### config.mk
export PLATFORM = sky130hd
export DESIGN_NAME = mux_scan_ctrl
export DESIGN_NICKNAME = d
export VERILOG_FILES = /design/src/rtl/mux_scan_ctrl.sv
export SDC_FILE = /design/constraint.sdc
export NUM_CORES = 1
export LEC_CHECK = 0
export BUFFER_PORTS_ARGS = -buffer_cell sky130_fd_sc_hd__buf_2
export CORE_UTILIZATION = 56
export CTS_CLUSTER_DIAMETER = 100
export DETAILED_ROUTE_END_ITERATION = 10
export PLACE_DENSITY_LB_ADDON = 0.15
export SLEW_MARGIN = 20
export SYNTH_ARGS = -nofsm -noshare
export SYNTH_HDL_FRONTEND = slang
export SYNTH_SLANG_ARGS = --single-unit
export TNS_END_PERCENT = 20
### constraint.sdc
create_clock -name clk -period 2.4 [get_ports clk]
set_input_delay 0.24 -clock clk [delete_from_list [all_inputs] [get_ports clk]]
set_output_delay 0.24 -clock clk [all_outputs]
set_load 0.01 [all_outputs]
### src/rtl/mux_scan_ctrl.sv
// mux_scan_ctrl: clocked sequencer for a 4:1 mux (MuxMod).
// Steps the mux selects through channels 0..3, holding each for DWELL cycles,
// samples the mux output at the last cycle of each dwell window and reports
// the four samples as a 4-bit result with a one-cycle done pulse.
module mux_scan_ctrl #(
  parameter int DWELL = 2
) (
  input  logic       clk,
  input  logic       rst,
  input  logic       start,
  input  logic       mux_o,
  output logic       s1,
  output logic       s,
  output logic       busy,
  output logic       done,
  output logic [3:0] result
);

  typedef enum logic {
    IDLE,
    SCAN
  } state_t;

  localparam logic [3:0] RELOAD = 4'(DWELL - 1);

  state_t     state;
  logic [1:0] chan;
  logic [3:0] cnt;
  logic [2:0] shadow;

  // Scan sequencer: select stepping, dwell counting, sampling and completion
  always_ff @(posedge clk) begin
    if (rst) begin
      state  <= IDLE;
      chan   <= '0;
      cnt    <= '0;
      shadow <= '0;
      s1     <= 1'b0;
      s      <= 1'b0;
      busy   <= 1'b0;
      done   <= 1'b0;
      result <= '0;
    end else begin
      done <= 1'b0;
      case (state)
        IDLE: begin
          {s1, s} <= 2'b00;
          if (start) begin
            state   <= SCAN;
            chan    <= '0;
            cnt     <= RELOAD;
            busy    <= 1'b1;
          end
        end
        SCAN: begin
          if (cnt != '0) begin
            cnt <= cnt - 4'd1;
          end else if (chan != 2'd3) begin
            // Samples shift in from the top; after channels 0..2 the
            // channel-0 sample sits in bit 0 and channel-2 in bit 2.
            shadow  <= {mux_o, shadow[2:1]};
            chan    <= chan + 2'd1;
            {s1, s} <= chan + 2'd1;
            cnt     <= RELOAD;
          end else begin
            result  <= {mux_o, shadow};
            done    <= 1'b1;
            busy    <= 1'b0;
            {s1, s} <= 2'b00;
            chan    <= '0;
            state   <= IDLE;
          end
        end
        default: state <= IDLE;
      endcase
    end
  end

endmodule

==> results.json <==
{
  "num_rows": 12,
  "netlist_top_cells_area": "dfxtp_1 (47%), mux2i_1 (12%), nand2b_1 (8.2%), a21oi_1 (3.9%), ha_1 (3.3%)",
  "cp_slowest_cell": "nor3b_1",
  "synth_top_cell_area_share": 0.474,
  "rsz0062_at_grt": "no",
  "rrSetupSlack_ps": 760,
  "antenna_cells": 0,
  "drt-pass1-iter-count": 6,
  "period_share": 0.682,
  "drc": 0,
  "dieArea_sq_um": 1510,
  "routabilityCongestion": 0.737,
  "startpoint_type": "flip-flop",
  "maxSlewViolCount": 0,
  "r2r-end": "cnt[0]",
  "hold_start": "mux_o",
  "routed_via_density": 5.81,
  "ys.flop_type": "dfxtp_1",
  "drt-total-wl_mm": 1.38,
  "cts_post_setup_buffers_inserted": 0,
  "tns_ps": 0,
  "cts_tree": "built",
  "yosysUniqueCellTypes": 24,
  "setup_slack_ps": 764,
  "cp_slowest_stage_delay_ps": 540,
  "reg2regPathDepth": 5,
  "worstSetupPathType": "reg2reg",
  "cts-resized-gates": 0,
  "worst_slew_margin_rel": 0.600,
  "ir_drop_mv": 0.382,
  "syn_inst": 78,
  "nNetsFinal": 99,
  "netlist_top_cells_count": "dfxtp_1 (18), nand2b_1 (10), mux2i_1 (9), a21oi_1 (6), nor2_1 (6)",
  "finClkSkew_ps": 3.79,
  "num_vias": 610,
  "fin_crit_ps": 1640,
  "hp-class": "in2reg",
  "yosysWarnings": 0,
  "cts_sinks": 18,
  "power_density_nw_per_um2": 632,
  "status": "complete, no violations",
  "grt_start_max_net_pins": 19,
  "hold_violations": 0,
  "power_uw": 538,
  "ys_ff_latch": 18,
  "htreeDepth": 1,
  "pre_cts_ws_ps": 827,
  "setup_viol": 0,
  "async_flop_share": 0,
  "worstHoldEndpoint": "shadow[2]",
  "ant_nets": 0,
  "drive_gt1_frac": 0.198,
  "design.core.area_sq_um": 1190,
  "cts_root_buf": "clkbuf_4",
  "synth_area_sq_um": 761,
  "arrival_ps": 1860,
  "critPathRequiredTime_ps": 2630,
  "synth.most_common_cell": "dfxtp_1",
  "hold_depth": 3,
  "cp_cell_sequence": "inv_1, ha_1, nor3b_1, o21ai_0, a21oi_1",
  "grt_pass1_vias": 507,
  "grt_pass1_wl_mm": 2.14,
  "avgSynthCellArea_sq_um": 9.75,
  "yosys.area.top_type": "dfxtp_1",
  "dr.first_iter.drc_count": 24,
  "cts_max_path_buffers": 2,
  "synth_edf_count": 0,
  "fin_cells": 105,
  "portBuffers": 11,
  "initial_core_util": 0.641,
  "fmax_mhz": 611,
  "cts_buffers": 3,
  "hpwl_mm": 1.00,
  "path_max_fanout": 5,
  "path_clk_slew_ps": 90,
  "wl_per_cell_um": 13.1,
  "grt_usage": 0.218,
  "maxCapViolCount": 0,
  "synth_nets": 84,
  "dieHeight_um": 38.9,
  "fp.dieW_um": 38.9,
  "tightest_slew_ps": 599,
  "grt.overflow.total": 0,
  "ios": 12,
  "insertion_delay_ps": 300,
  "antenna_found_initial": 0,
  "power_leakage_uw": 0.000378,
  "reg2reg_from": "cnt[0]",
  "area_delta_synth_final_pct": 12.0,
  "endpoint_kind": "flip-flop",
  "crit_start": "cnt[0]",
  "synth_seq_area_share": 0.474,
  "hold_buffers": 0,
  "dpl.cell_count": 102
}
==> per-layer routing <==
| layer | up-vias | GRT usage | part of all wire | routed length, um |
|---|---|---|---|---|
| met3 | 5 | 0.0347 | 0.031 | 43 |
| met4 | 0 | 0.155 | 0.025 | 35 |
| li1 | 302 | - | - | - |
| met5 | - | 0 | 0 | 0 |
| met1 | 288 | 0.257 | 0.45 | 626 |
| met2 | 15 | 0.354 | 0.49 | 674 |
==> layout make-up <==
class / instances / area [sq um]
timing repair buffer: 11 / 55.1
sequential: 18 / 360
multi-input combinational: 56 / 385
tap: 14 / 17.5
fill: 97 / 334
clock buffer: 3 / 22.5
inverter: 3 / 11.3
==> where the power goes <==
part           switching [uW]  total [uW]  internal (uW)  leakage, uW
sequential               10.0         320            310     0.000146
combinational            37.9        70.5           32.6     0.000218
clock                    89.1         148           58.5    0.0000138
total                     137         538            401     0.000378
==> cell families after synthesis <==
| kind of cell | count (synthesis) | synth area share |
|---|---|---|
| adder cells (fa/ha/maj) | 2 | 0.0329 |
| multiplexers | 9 | 0.118 |
| flip-flops | 18 | 0.474 |
| buffers and inverters | 4 | 0.0197 |
| AO/OA/AOI/OAI | 13 | 0.107 |
| AND/OR/NAND/NOR | 32 | 0.248 |
==> cells in the final DEF (no fill, tap or decap), types with 2 or more instances in the layout <==
cell       n
a21oi_1    6
buf_2     11
clkbuf_4   3
dfxtp_1   18
ha_1       2
inv_1      3
mux2i_1    9
nand2_1    3
nand2b_1  10
nand3_1    2
nor2_1     6
nor3_1     2
o21ai_0    3
or3_1      2
==> worst max-delay path by stage <==
| stage | endpoint | slack (ps) | cells after the start |
|---|---|---|---|
| after floorplan | s | 1020 | 5 |
| after global placement | s1 | 880 | 5 |
| after detailed placement | s | 830 | 5 |
| after CTS | cnt[0] | 780 | 5 |
| after global routing | cnt[0] | 630 | 5 |
| final | cnt[0] | 760 | 5 |
==> registers in the layout (all words and copies together), names as in the netlist <==
register	cells
cnt	4
state	1
chan	2
result	4
shadow	3
s1	1
done	1
s	1
busy	1
==> critical path: cells and delay by family, from the launching register on <==
| kind | cells | cell delay [ps] |
|---|---|---|
| compound gates | 2 | 370 |
| fa+ha+maj | 1 | 230 |
| buf+inv | 1 | 70 |
| flops | 1 | 350 |
| simple gates | 1 | 540 |
==> stage by stage <==
step	instance area (sq um)	util	hold slack, ps
4_1_cts	852	0.718	224
3_3_place_gp	830	0.699	458
5_1_grt	852	0.718	257
3_5_place_dp	830	0.699	466
2_1_floorplan	761	-	416
6_report	852	0.718	219
Note: power is estimated with default switching activity, not from simulation.
